### config.mk
export PLATFORM = sky130hd
export DESIGN_NAME = rename_map_table
export DESIGN_NICKNAME = d
export VERILOG_FILES = /design/src/rtl/rename_map_table_pkg.sv /design/src/rtl/map_ckpt_fifo.sv /design/src/rtl/rename_map_table.sv
export SDC_FILE = /design/constraint.sdc
export NUM_CORES = 1
export LEC_CHECK = 0
export CORE_MARGIN = 3
export CORE_UTILIZATION = 37
export CTS_CLUSTER_DIAMETER = 120
export CTS_CLUSTER_SIZE = 25
export DETAILED_ROUTE_END_ITERATION = 12
export PLACE_DENSITY = 0.63
export SETUP_SLACK_MARGIN = 0.05
export SLEW_MARGIN = 20
export SYNTH_ARGS = -nofsm -noshare
export SYNTH_HDL_FRONTEND = slang
export SYNTH_HIERARCHICAL = 1
export SYNTH_SLANG_ARGS = --single-unit
### constraint.sdc
create_clock -name clk_i -period 4.7 [get_ports clk_i]
set_input_delay 0.94 -clock clk_i [delete_from_list [all_inputs] [get_ports clk_i]]
set_output_delay 0.94 -clock clk_i [all_outputs]
set_load 0.01 [all_outputs]
### src/rtl/rename_map_table_pkg.sv
`default_nettype none
// +--------------------------------------------------------------------+
// | rename_map_table_pkg : shared defaults and types for the map table |
// | Rev 1.0                                                            |
// +--------------------------------------------------------------------+
package rename_map_table_pkg;

  localparam int NUM_AREGS_DEF = 32;
  localparam int TAG_W_DEF     = 8;
  localparam int NUM_PORTS_DEF = 2;
  localparam int NUM_CDB_DEF   = 2;
  localparam int NUM_CKPT_DEF  = 4;

  typedef logic [TAG_W_DEF-1:0]              tag_t;
  typedef logic [$clog2(NUM_AREGS_DEF)-1:0]  areg_t;

  // Tag 0 means the value lives in the architectural register file.
  localparam tag_t TAG_NONE = '0;

endpackage
`default_nettype wire

### src/rtl/map_ckpt_fifo.sv
`default_nettype none
// +--------------------------------------------------------------------+
// | map_ckpt_fifo : circular FIFO of map-table snapshots with CDB      |
// | ready tracking in live slots.  Rev 1.0                             |
// +--------------------------------------------------------------------+
module map_ckpt_fifo
  import rename_map_table_pkg::*;
#(
  parameter int NUM_AREGS = NUM_AREGS_DEF,
  parameter int TAG_W     = TAG_W_DEF,
  parameter int NUM_CDB   = NUM_CDB_DEF,
  parameter int NUM_CKPT  = NUM_CKPT_DEF,
  localparam int CKPT_W   = $clog2(NUM_CKPT)
) (
  input  logic                            clk_i,
  input  logic                            rst_ni,
  input  logic                            take_i,
  input  logic                            release_i,
  input  logic                            restore_i,
  input  logic [CKPT_W-1:0]               restore_id_i,
  input  logic [NUM_AREGS-1:0][TAG_W-1:0] snap_tag_i,
  input  logic [NUM_AREGS-1:0]            snap_rdy_i,
  input  logic [NUM_CDB-1:0]              cdb_valid_i,
  input  logic [NUM_CDB*TAG_W-1:0]        cdb_tag_i,
  output logic [NUM_AREGS-1:0][TAG_W-1:0] restore_tag_o,
  output logic [NUM_AREGS-1:0]            restore_rdy_o,
  output logic [CKPT_W-1:0]               id_o,
  output logic                            full_o
);

  localparam logic [CKPT_W:0] FULL_CNT = (CKPT_W+1)'(NUM_CKPT);

  logic [CKPT_W-1:0] head_q, head_d, tail_q, tail_d;
  logic [CKPT_W:0]   count_q, count_d;
  logic              take_ok, rel_ok;

  logic [NUM_AREGS-1:0][TAG_W-1:0] slot_tag_q [NUM_CKPT];
  logic [NUM_AREGS-1:0]            slot_rdy_q [NUM_CKPT];
  logic [NUM_AREGS-1:0]            slot_hit   [NUM_CKPT];
  logic [NUM_CKPT-1:0]             slot_live;

  function automatic logic [CKPT_W-1:0] ptr_inc(input logic [CKPT_W-1:0] p);
    return (p == CKPT_W'(NUM_CKPT - 1)) ? '0 : p + 1'b1;
  endfunction

  // Distance from base to p walking forward around the ring.
  function automatic logic [CKPT_W:0] ptr_dist(input logic [CKPT_W-1:0] p,
                                               input logic [CKPT_W-1:0] base);
    return (p >= base) ? ({1'b0, p} - {1'b0, base})
                       : ({1'b0, p} + FULL_CNT - {1'b0, base});
  endfunction

  always_comb begin : slot_cdb
    for (int s = 0; s < NUM_CKPT; s++) begin
      slot_live[s] = ptr_dist(CKPT_W'(s), head_q) < count_q;
      for (int r = 0; r < NUM_AREGS; r++) begin
        slot_hit[s][r] = 1'b0;
        for (int c = 0; c < NUM_CDB; c++) begin
          if (cdb_valid_i[c] && (cdb_tag_i[c*TAG_W +: TAG_W] == slot_tag_q[s][r])) begin
            slot_hit[s][r] = 1'b1;
          end
        end
      end
    end
  end

  assign restore_tag_o = slot_tag_q[restore_id_i];
  assign restore_rdy_o = slot_rdy_q[restore_id_i] | slot_hit[restore_id_i];
  assign id_o          = tail_q;
  assign full_o        = (count_q == FULL_CNT);

  always_comb begin : ptr_next
    head_d  = head_q;
    tail_d  = tail_q;
    count_d = count_q;
    take_ok = take_i && !restore_i && (count_q != FULL_CNT);
    rel_ok  = release_i && (count_q != '0);
    if (restore_i) begin
      // Everything younger than the restored slot is discarded.
      tail_d  = ptr_inc(restore_id_i);
      count_d = ptr_dist(restore_id_i, head_q) + 1'b1;
    end else if (take_ok) begin
      tail_d  = ptr_inc(tail_q);
      count_d = count_q + 1'b1;
    end
    if (rel_ok) begin
      head_d  = ptr_inc(head_q);
      count_d = count_d - 1'b1;
    end
  end

  always_ff @(posedge clk_i or negedge rst_ni) begin
    if (!rst_ni) begin
      head_q  <= '0;
      tail_q  <= '0;
      count_q <= '0;
    end else begin
      head_q  <= head_d;
      tail_q  <= tail_d;
      count_q <= count_d;
    end
  end

  always_ff @(posedge clk_i) begin
    for (int s = 0; s < NUM_CKPT; s++) begin
      if (slot_live[s]) begin
        slot_rdy_q[s] <= slot_rdy_q[s] | slot_hit[s];
      end
    end
    if (take_ok) begin
      slot_tag_q[tail_q] <= snap_tag_i;
      slot_rdy_q[tail_q] <= snap_rdy_i;
    end
  end

endmodule
`default_nettype wire

### src/rtl/rename_map_table.sv
`default_nettype none
// +--------------------------------------------------------------------+
// | rename_map_table : register rename map with intra-group bypass,    |
// | CDB wakeup and optional checkpoints (RENAME_MAP_CKPT_EN). Rev 1.0  |
// +--------------------------------------------------------------------+
module rename_map_table
  import rename_map_table_pkg::*;
#(
  parameter int NUM_AREGS = NUM_AREGS_DEF,
  parameter int TAG_W     = TAG_W_DEF,
  parameter int NUM_PORTS = NUM_PORTS_DEF,
  parameter int NUM_CDB   = NUM_CDB_DEF,
  parameter int NUM_CKPT  = NUM_CKPT_DEF,
  localparam int AREG_W   = $clog2(NUM_AREGS),
  localparam int CKPT_W   = $clog2(NUM_CKPT)
) (
  input  logic                        clk_i,
  input  logic                        rst_ni,
  input  logic [NUM_PORTS-1:0]        disp_valid_i,
  input  logic [NUM_PORTS*AREG_W-1:0] disp_src1_areg_i,
  input  logic [NUM_PORTS*AREG_W-1:0] disp_src2_areg_i,
  input  logic [NUM_PORTS*AREG_W-1:0] disp_dest_areg_i,
  input  logic [NUM_PORTS*TAG_W-1:0]  disp_dest_tag_i,
  output logic [NUM_PORTS*TAG_W-1:0]  src1_tag_o,
  output logic [NUM_PORTS*TAG_W-1:0]  src2_tag_o,
  output logic [NUM_PORTS-1:0]        src1_ready_o,
  output logic [NUM_PORTS-1:0]        src2_ready_o,
  input  logic [NUM_CDB-1:0]          cdb_valid_i,
  input  logic [NUM_CDB*TAG_W-1:0]    cdb_tag_i,
  input  logic                        ckpt_take_i,
  output logic [CKPT_W-1:0]           ckpt_id_o,
  output logic                        ckpt_full_o,
  input  logic                        ckpt_release_i,
  input  logic                        ckpt_restore_i,
  input  logic [CKPT_W-1:0]           ckpt_restore_id_i
);

  logic [NUM_AREGS-1:0][TAG_W-1:0] map_tag_q, map_tag_d, upd_tag, ckpt_tag;
  logic [NUM_AREGS-1:0]            map_rdy_q, map_rdy_d, upd_rdy, ckpt_rdy;
  logic                            restore_act;

  always_comb begin : src_lookup
    logic [AREG_W-1:0] a;
    logic [TAG_W-1:0]  t;
    logic              r;
    src1_tag_o   = '0;
    src2_tag_o   = '0;
    src1_ready_o = '0;
    src2_ready_o = '0;
    for (int i = 0; i < NUM_PORTS; i++) begin
      for (int s = 0; s < 2; s++) begin
        a = (s == 0) ? disp_src1_areg_i[i*AREG_W +: AREG_W]
                     : disp_src2_areg_i[i*AREG_W +: AREG_W];
        t = map_tag_q[a];
        r = map_rdy_q[a];
        for (int c = 0; c < NUM_CDB; c++) begin
          if (cdb_valid_i[c] && (cdb_tag_i[c*TAG_W +: TAG_W] == t)) begin
            r = 1'b1;
          end
        end
        // Older lanes in the same group override the table; ascending scan leaves the youngest.
        for (int j = 0; j < NUM_PORTS; j++) begin
          if ((j < i) && disp_valid_i[j] && (disp_dest_areg_i[j*AREG_W +: AREG_W] == a)) begin
            t = disp_dest_tag_i[j*TAG_W +: TAG_W];
            r = 1'b0;
          end
        end
        if (a == '0) begin
          t = TAG_W'(TAG_NONE);
          r = 1'b1;
        end
        if (s == 0) begin
          src1_tag_o[i*TAG_W +: TAG_W] = t;
          src1_ready_o[i]              = r;
        end else begin
          src2_tag_o[i*TAG_W +: TAG_W] = t;
          src2_ready_o[i]              = r;
        end
      end
    end
  end

  always_comb begin : table_next
    upd_tag = map_tag_q;
    upd_rdy = map_rdy_q;
    for (int r = 0; r < NUM_AREGS; r++) begin
      for (int c = 0; c < NUM_CDB; c++) begin
        if (cdb_valid_i[c] && (cdb_tag_i[c*TAG_W +: TAG_W] == map_tag_q[r])) begin
          upd_rdy[r] = 1'b1;
        end
      end
    end
    for (int i = 0; i < NUM_PORTS; i++) begin
      if (disp_valid_i[i] && (disp_dest_areg_i[i*AREG_W +: AREG_W] != '0)) begin
        upd_tag[disp_dest_areg_i[i*AREG_W +: AREG_W]] = disp_dest_tag_i[i*TAG_W +: TAG_W];
        upd_rdy[disp_dest_areg_i[i*AREG_W +: AREG_W]] = 1'b0;
      end
    end
    if (restore_act) begin
      map_tag_d = ckpt_tag;
      map_rdy_d = ckpt_rdy;
    end else begin
      map_tag_d = upd_tag;
      map_rdy_d = upd_rdy;
    end
    map_tag_d[0] = TAG_W'(TAG_NONE);
    map_rdy_d[0] = 1'b1;
  end

  always_ff @(posedge clk_i or negedge rst_ni) begin
    if (!rst_ni) begin
      map_tag_q <= {NUM_AREGS{TAG_W'(TAG_NONE)}};
      map_rdy_q <= '1;
    end else begin
      map_tag_q <= map_tag_d;
      map_rdy_q <= map_rdy_d;
    end
  end

`ifdef RENAME_MAP_CKPT_EN
  map_ckpt_fifo #(
    .NUM_AREGS (NUM_AREGS),
    .TAG_W     (TAG_W),
    .NUM_CDB   (NUM_CDB),
    .NUM_CKPT  (NUM_CKPT)
  ) u_ckpt_fifo (
    .clk_i         (clk_i),
    .rst_ni        (rst_ni),
    .take_i        (ckpt_take_i),
    .release_i     (ckpt_release_i),
    .restore_i     (ckpt_restore_i),
    .restore_id_i  (ckpt_restore_id_i),
    .snap_tag_i    (upd_tag),
    .snap_rdy_i    (upd_rdy),
    .cdb_valid_i   (cdb_valid_i),
    .cdb_tag_i     (cdb_tag_i),
    .restore_tag_o (ckpt_tag),
    .restore_rdy_o (ckpt_rdy),
    .id_o          (ckpt_id_o),
    .full_o        (ckpt_full_o)
  );
  assign restore_act = ckpt_restore_i;
`else
  logic unused_ckpt;
  assign unused_ckpt = ^{ckpt_take_i, ckpt_release_i, ckpt_restore_i, ckpt_restore_id_i};
  assign restore_act = 1'b0;
  assign ckpt_tag    = '0;
  assign ckpt_rdy    = '0;
  assign ckpt_id_o   = '0;
  assign ckpt_full_o = 1'b0;
`endif

endmodule
`default_nettype wire

# [After elaboration in Yosys (flattened, before gate mapping)]
# Cells that the tools add are included.
[op_classes] eq_ne=72 magnitude_cmp=8 reduce_logical=82 bitwise=4 n_mux=112
[op_table] operator="equality test 8 bit" n=70
[op_table] operator="bitwise mux 256 bit" n=2
[op_table] operator="2-to-1 mux 256 bit" n=2
[op_table] operator="binary-select mux 8 bit (select 5 bit)" n=4
[op_table] operator="2-to-1 mux 8 bit" n=12
[op_table] operator="2-to-1 mux 1 bit" n=82
[op_table] operator="demux 8 bit (select 5 bit)" n=2
[op_table] operator="logical AND 1 bit" n=76
[op_table] operator="bitwise AND 32 bit" n=2
[op_table] operator="2-to-1 mux 32 bit" n=2
[op_table] operator="NOT 32 bit" n=2
[op_table] operator="< comparator 5 x 6 -> 1 bit (second input constant)" n=6
[op_table] operator="binary-select mux 1 bit (select 5 bit)" n=4
[op_table] operator="logical NOT 5 bit" n=4
[op_table] operator="demux 1 bit (select 5 bit)" n=2
[op_table] operator="equality test 5 bit" n=2
[op_table] operator=">= comparator 5 x 1 -> 1 bit (second input constant)" n=2
[op_table] operator="nonzero test 5 bit" n=2
[totals] in_bits=73 register_bits=279

# [Logic depth before layout (Yosys ltp)]
# Gate-level depths: netlist (run 1).
[depth] depth_word=9 depth_mapped=13 depth_no_buf=8

# [Worst setup path before layout (run 1)]
# Ideal clock, no wire load.
[synth_timing] path_type="input to output" from="in disp_src2_areg_i[5]" to="out src2_ready_o[1]" t_arrival_ns=3.401 t_required_ns=3.760 slack_ns=0.359 stages=12 path_cell_list="buf_4 buf_6 buf_4 buf_2 buf_2 mux4_2 a211oi_1 a311oi_1 a21oi_1 nor2_1 or3b_1 buf_4"
[synth_via] elab_chain_cells=8
[synth_rtl] item="start: declaration" line_no="rename_map_table.sv:21" rtl="input logic [NUM_PORTS*AREG_W-1:0] disp_src2_areg_i,"
[synth_rtl] item="binary-select mux 8 bit (select 5 bit)" line_no="rename_map_table.sv:54" rtl="t = map_tag_q[a];"
[synth_rtl] item="2-to-1 mux 8 bit (not written as such)" line_no="rename_map_table.sv:54"
[synth_rtl] item="equality test 8 bit" line_no="rename_map_table.sv:57" rtl="if (cdb_valid_i[c] && (cdb_tag_i[c*TAG_W +: TAG_W] == t)) begin"
[synth_rtl] item="logical AND 1 bit" line_no="rename_map_table.sv:57"
[synth_rtl] item="2-to-1 mux 1 bit (2 in a row)" line_no="rename_map_table.sv:57"
[synth_rtl] item="2-to-1 mux 1 bit" line_no="rename_map_table.sv:63" rtl="if ((j < i) && disp_valid_i[j] && (disp_dest_areg_i[j*AREG_W +: AREG_W] == a)) begin"
[synth_rtl] item="2-to-1 mux 1 bit (*)" line_no="rename_map_table.sv:68" rtl="if (a == '0) begin"
[synth_rtl] item="end: declaration" line_no="rename_map_table.sv:27" rtl="output logic [NUM_PORTS-1:0] src2_ready_o,"
# Every way passes the cells marked *; elsewhere a longest branch is shown, timed or not. The select of a mux whose other input is x is not followed.

# [Final worst setup path (run 1)]
[layout_timing] from="in disp_src1_areg_i[7]" to="out src1_ready_o[1]"
[layout_via] elab_chain_cells=8
[layout_rtl] item="start: declaration" line_no="rename_map_table.sv:20" rtl="input logic [NUM_PORTS*AREG_W-1:0] disp_src1_areg_i,"
[layout_rtl] item="binary-select mux 8 bit (select 5 bit)" line_no="rename_map_table.sv:54"
[layout_rtl] item="2-to-1 mux 8 bit (not written as such)" line_no="rename_map_table.sv:54"
[layout_rtl] item="equality test 8 bit" line_no="rename_map_table.sv:57"
[layout_rtl] item="logical AND 1 bit" line_no="rename_map_table.sv:57"
[layout_rtl] item="2-to-1 mux 1 bit (2 in a row)" line_no="rename_map_table.sv:57"
[layout_rtl] item="2-to-1 mux 1 bit" line_no="rename_map_table.sv:63"
[layout_rtl] item="2-to-1 mux 1 bit (*)" line_no="rename_map_table.sv:68"
[layout_rtl] item="end: declaration" line_no="rename_map_table.sv:26" rtl="output logic [NUM_PORTS-1:0] src1_ready_o,"
# Marked as above.

==> results of run 1 <==
## power by group through the flow
stage | clock, uW | sequential [uW] | combinational, uW
after global routing | 1710 | 4880 | 7310
after global placement | 0 | 4760 | 6500
after detailed placement | 0 | 4790 | 6570
after floorplan | 0 | 3660 | 4570
final | 1620 | 4880 | 7020
after CTS | 1630 | 4750 | 6700
## repair_timing
item                                    in CTS  in global routing
pin swaps                                   14                 18
endpoints found under the setup margin      15                 12
buffers inserted                            14                  9
gates cloned                                 3                  2
resized for setup                           92                 70
endpoints found under the hold margin        0                  0
## worst max-delay path, cell delays in order
cell     delay, ps
buf_4          290
buf_4          220
mux4_2         360
mux2_2         280
o22ai_1        250
a221o_1        260
xnor2_1         90
or4_4          480
nor4b_2        220
a311o_1        180
buf_2          140
## cell usage in the layout (no fill, tap or decap), drive strengths merged, types with 22 or more instances in the layout
cell type	synthesis	final
a221oi	36	36
xnor2	233	233
o21ai	161	161
nand2	228	228
nor4	73	73
dfrtp	248	248
mux4	208	208
buf	164	585
clkbuf	300	24
nand2b	24	24
mux2	47	47
a21oi	168	168
xor2	324	324
o221ai	34	34
mux2i	371	371
nand3	22	22
clkdlybuf4s50	0	48
dfstp	31	31
nor2	230	230
a31oi	35	35
nor3	65	65
nand4	73	73
## registers in the layout, indices dropped and copies added (netlist names)
register / count
map_tag_q: 248
map_rdy_q: 31
## through the flow
step	setup TNS (ps)	hold slack [ps]	util, %	power (uW)
6_report	0	323	44.7	13500
5_1_grt	0	367	44.7	13900
4_1_cts	0	343	44.2	13100
3_5_place_dp	-3340	588	43.0	11400
3_3_place_gp	-3240	588	43.0	11300
2_1_floorplan	0	552	-	8230
## logic make-up (layout without fill, tap and decap cells)
family / Yosys count / in the layout / share of synthesized area (%)
flip-flops: 279 / 279 / 23.2
buffers and inverters: 489 / 691 / 6.84
AND/OR/NAND/NOR: 802 / 802 / 12.7
XOR/XNOR: 557 / 557 / 16.1
AO/OA/AOI/OAI: 562 / 562 / 11.7
multiplexers: 626 / 626 / 29.5
other: 1 / 9 / 0.0124
## final cells by class
cell class	count	area (um2)	area share, %
antenna	6	15.0	0.0416
clock buffer	22	412	1.14
clock inverter	3	51.3	0.142
inverter	25	95.1	0.263
multi-input combinational	2550	21700	59.9
sequential	279	7020	19.4
tap	1060	1330	3.67
timing repair buffer	641	5550	15.4
## worst min path at each step
| stage | startpoint | end | slack (ps) | cells after the start |
|---|---|---|---|---|
| final | rst_ni | map_tag_q[150] | 320 | 1 |
| after global routing | rst_ni | map_tag_q[150] | 370 | 1 |
| after CTS | rst_ni | map_tag_q[150] | 340 | 1 |
| after detailed placement | map_rdy_q[18] | map_rdy_q[18] | 590 | 2 |
| after global placement | map_rdy_q[16] | map_rdy_q[16] | 590 | 2 |
| after floorplan | map_rdy_q[19] | map_rdy_q[19] | 550 | 2 |
## layer usage
layer,track usage [%],share of wire [%]
met1,49.2,39
met4,16.5,6.0
met5,0,0.055
met2,52.3,41
met3,11.7,14
==> reports/results.txt, run 1 <==
status -> finished clean
Final setup viols -> 0
Layout area overhead -> 19.2%
Leak Pwr -> 0.0147 uW
Sw Ratio -> 46.3%
First DRT Iteration DRCs -> 4528
via count -> 30200
Clock Tree Buf Depth -> 3
Die Span X -> 292 um
Clk pwr share -> 12.0%
max cap viols -> 0
Routed Antenna Nets -> 0
number of global-route vias before repair -> 28000
Worst VDD drop -> 0.207 mV
largest area contributor in the netlist -> dfrtp_1
sequential power share -> 36.1%
top post-synthesis cells by area -> dfrtp_1, mux4_2, mux2i_1, xor2_1, xnor2_1
Tmin final -> 4660 ps
Worst Clk Skew -> 24.8 ps
RSZ-0062 raised after global routing -> true
CTS tree -> built
vias per cell -> 6.59
Slew Viols, Final -> 0
routed wire length -> 160 mm
placed insts -> 4526
RD Place Congestion -> 1.12
Remaining DRCs -> 0
Psw -> 6260 uW
fillcell total -> 7750
CP required -> 3760 ps
Post-synth ARST share -> 100%
synth warn -> 6
mean post-synth cell area -> 9.14 um2
Worst EP arrival -> 3720 ps
Chip Height -> 292 um
Worst Setup Slack, final -> 35.4 ps
IO Port Bufs -> 103
dpl ws -> -888 ps
Slew @ Worst Pin -> 1200 ps
Worst-path clk slew -> 110 ps
Yosys reg bits -> 279
final non-filler cell total -> 4586
Ports -> 112
core area -> 0.0808 mm2
max_slew headroom -> 19.9%
Mapped Cells -> 3316
PwrDens -> 374 mW/mm2
post-DP HPWL -> 122 mm
gr usage total -> 36.2%
Post-synth top cells -> mux2i_1, xor2_1, clkbuf_1
Post-synth EDFFs -> 0
antenna violations before repair -> 11
share of layout cells above drive strength 1 -> 28.2%
Clock Latency Late Sink -> 570 ps
clk sinks -> 279
Logic pwr share -> 51.9%
die area -> 0.0854 mm2
CP Capture Point -> src1_ready_o[1]
FP Rows -> 104
R2R Path End -> map_rdy_q[6]
R2R depth -> 5
final period utilization -> 99.2%
CP Capture Type -> output pin
hold_buf cts -> 0
Detailed Routing Iterations Pass 1 -> 5
TritonCTS Buffers -> 15
FF-to-FF Start -> map_tag_q[52]
Yosys cell types -> 88
Final Hold Vio Count -> 0
largest net degree at the start of global routing -> 91
Max Clock Freq -> 0.214 GHz
first-pass GRT wire length -> 223 mm
routed wire length per instance -> 34.9 um
# nets final -> 3585
Initial Util -> 37.5%
worst min path class -> in -> async
dpl cell area -> 0.0347 mm2
Crit. Startpoint -> disp_src1_areg_i[7]
Critical Path Fanout Max -> 14
htree depth -> 1
ys flop type -> dfrtp_1
global route overflow -> 0
crit start category -> primary input
cell area after layout -> 0.0361 mm2
share of the synthesized area in the top cell type -> 20.5%
Reg2Reg Setup Slack -> 3000 ps
most frequent cell after synthesis -> mux2i_1
post-synthesis sequential area ratio -> 23.2%
Setup CP Type -> in -> out
internal power -> 7260 uW
Cell Area, Synth -> 0.0303 mm2
clock root buffer -> clkbuf_16
Power figures use the tool's default switching activity.
==> inputs of run 2 (changes only) <==
--- a/config.mk
+++ b/config.mk
@@ -10,7 +10,6 @@
 export CTS_CLUSTER_DIAMETER = 120
 export CTS_CLUSTER_SIZE = 25
 export DETAILED_ROUTE_END_ITERATION = 12
-export PLACE_DENSITY = 0.63
 export SETUP_SLACK_MARGIN = 0.05
 export SLEW_MARGIN = 20
 export SYNTH_ARGS = -nofsm -noshare
==> reports/results.txt, run 2 (synthesis gave the netlist of run 1 again) <==
max cap viols -> 0 (unchanged)
CP required -> 3760 ps (about the same)
post-DP HPWL -> 126 mm (+3.6%)
Worst EP arrival -> 3770 ps (+50 ps)
Final setup viols -> 1 (+1)
PwrDens -> 373 mW/mm2 (-0.23%)
most common cell after layout, fill and taps aside -> buf_4
failing checks -> setup timing
status -> complete, but fails checks
worst min path class -> in -> async
final period utilization -> 100% (+0.95 points)
FP Rows -> 104 (unchanged)
Chip Height -> 292 um (unchanged)
clk sinks -> 279 (unchanged)
global route overflow -> 0 (unchanged)
Final Hold Vio Count -> 0 (unchanged)
core area -> 0.0808 mm2 (unchanged)
largest registers -> map_tag_q x248, map_rdy_q x31
Clock Tree Buf Depth -> 3 (unchanged)
dpl ws -> -729 ps (+160 ps)
First DRT Iteration DRCs -> 5037 (+11%)
vias per cell -> 6.59 (about the same)
Max Clock Freq -> 0.212 GHz (-0.95%)
Worst VDD drop -> 0.205 mV (-1.1%)
Clock Latency Late Sink -> 570 ps (about the same)
Worst-path clk slew -> 90 ps (-20 ps)
largest net degree at the start of global routing -> 76 (-16%)
Crit. Startpoint -> disp_src2_areg_i[5]
routed wire length per instance -> 35.8 um (+2.5%)
gr usage total -> 37.6% (+1.5 points)
max reg flops -> 248 (unchanged)
via count -> 30400 (+0.64%)
Leak Pwr -> 0.0148 uW (+0.87%)
Die Span X -> 292 um (unchanged)
Routed Antenna Nets -> 0 (unchanged)
Slew Viols, Final -> 0 (unchanged)
FF-to-FF Start -> map_tag_q[142]
max_slew headroom -> 18.9% (-1.0 points)
setup TNS -> -9.26 ps (-9.26 ps)
first-pass GRT wire length -> 230 mm (+3.2%)
Remaining DRCs -> 0 (unchanged)
Ports -> 112 (unchanged)
Layout area overhead -> 20.2%
# nets final -> 3617 (+0.89%)
CP Capture Type -> output pin
IO Port Bufs -> 103 (unchanged)
CTS tree -> built
hold_buf cts -> 0 (unchanged)
Initial Util -> 37.5% (unchanged)
hold_ws -> 375 ps (+52.3 ps)
Critical Path Fanout Max -> 8 (-6)
RSZ-0062 raised after global routing -> true
antenna violations before repair -> 11 (unchanged)
clock root buffer -> clkbuf_16
most frequent cells in the layout -> buf_4, mux2i_1, xor2_1
Worst Clk Skew -> 13.4 ps (-11.3 ps)
die area -> 0.0854 mm2 (unchanged)
number of global-route vias before repair -> 28000 (-0.13%)
crit start category -> primary input
routed wire length -> 165 mm (+3.2%)
Slew @ Worst Pin -> 1220 ps (+15.7 ps)
largest register by flop count -> map_tag_q
Worst Setup Slack, final -> -9.26 ps (-44.7 ps)
Detailed Routing Iterations Pass 1 -> 6 (+1)
Tmin final -> 4710 ps (+44.7 ps)
htree depth -> 1 (unchanged)
Setup CP Type -> in -> out
TritonCTS Buffers -> 15 (unchanged)
RD Place Congestion -> 1.12 (+0.82%)
share of layout cells above drive strength 1 -> 28.9% (+0.73 points)
==> run 2: cell type report <==
class / instances / area (um2)
Fill cell: 7746 / 44400
Inverter: 25 / 97.6
Antenna cell: 3 / 7.51
Clock inverter: 3 / 28.8
Timing Repair Buffer: 673 / 5850
Clock buffer: 22 / 402
Sequential cell: 279 / 7020
Tap cell: 1060 / 1330
Multi-Input combinational cell: 2550 / 21700
==> run 2: power breakdown <==
part / switching, uW / internal [uW] / total, uW
combinational: 3690 / 3490 / 7180
sequential: 1730 / 3140 / 4870
clock: 938 / 611 / 1550
==> run 2: timing repair <==
action	in CTS	in global routing
endpoints found under the hold margin	0	0
endpoints found under the setup margin	16	9
cloned	4	1
setup buffers	14	7
pin swaps	13	21
resized for setup	84	62
==> run 2: layer usage <==
| metal | up-vias | global-route usage (%) | part of all wire, % |
|---|---|---|---|
| li1 | 12400 | - | - |
| met1 | 15200 | 52.6 | 40 |
| met2 | 2417 | 54.1 | 41 |
| met3 | 421 | 10.9 | 13 |
| met4 | 12 | 16.4 | 5.3 |
| met5 | - | 0 | 0.045 |
==> run 2: critical path: stages <==
cell             delay, ps
bufbuf_16              270
buf_6                  170
buf_4                  180
a221o_1                410
nand3_2                120
nand4_1                250
buf_4                  240
buf_4                  130
xor2_1                 150
nor4_1                  70
a41oi_1                200
or3b_1                 380
clkdlybuf4s15_2        240
==> run 2: worst paths after layout <==
check	cells past startpoint	end	slack (ps)
max in group asynchronous	2	map_tag_q[236]	3320
hold / removal	1	map_tag_q[159]	370
hold reg to reg	2	map_rdy_q[16]	610
min in group clk_i	2	map_rdy_q[16]	610
setup reg to reg	5	map_rdy_q[17]	2950
setup / recovery	13	src2_ready_o[1]	-9
==> run 2: per-stage QoR <==
stage / power (uW) / instance area, um2 / util (%) / instances
6_report: 13600 / 36400 / 45.1 / 4615
3_5_place_dp: 11500 / 35100 / 43.4 / 4561
5_1_grt: 14000 / 36400 / 45.1 / 4612
2_1_floorplan: 8230 / 30300 / - / 3318
3_3_place_gp: 11400 / 35100 / 43.4 / 4561
4_1_cts: 13100 / 36000 / 44.6 / 4604
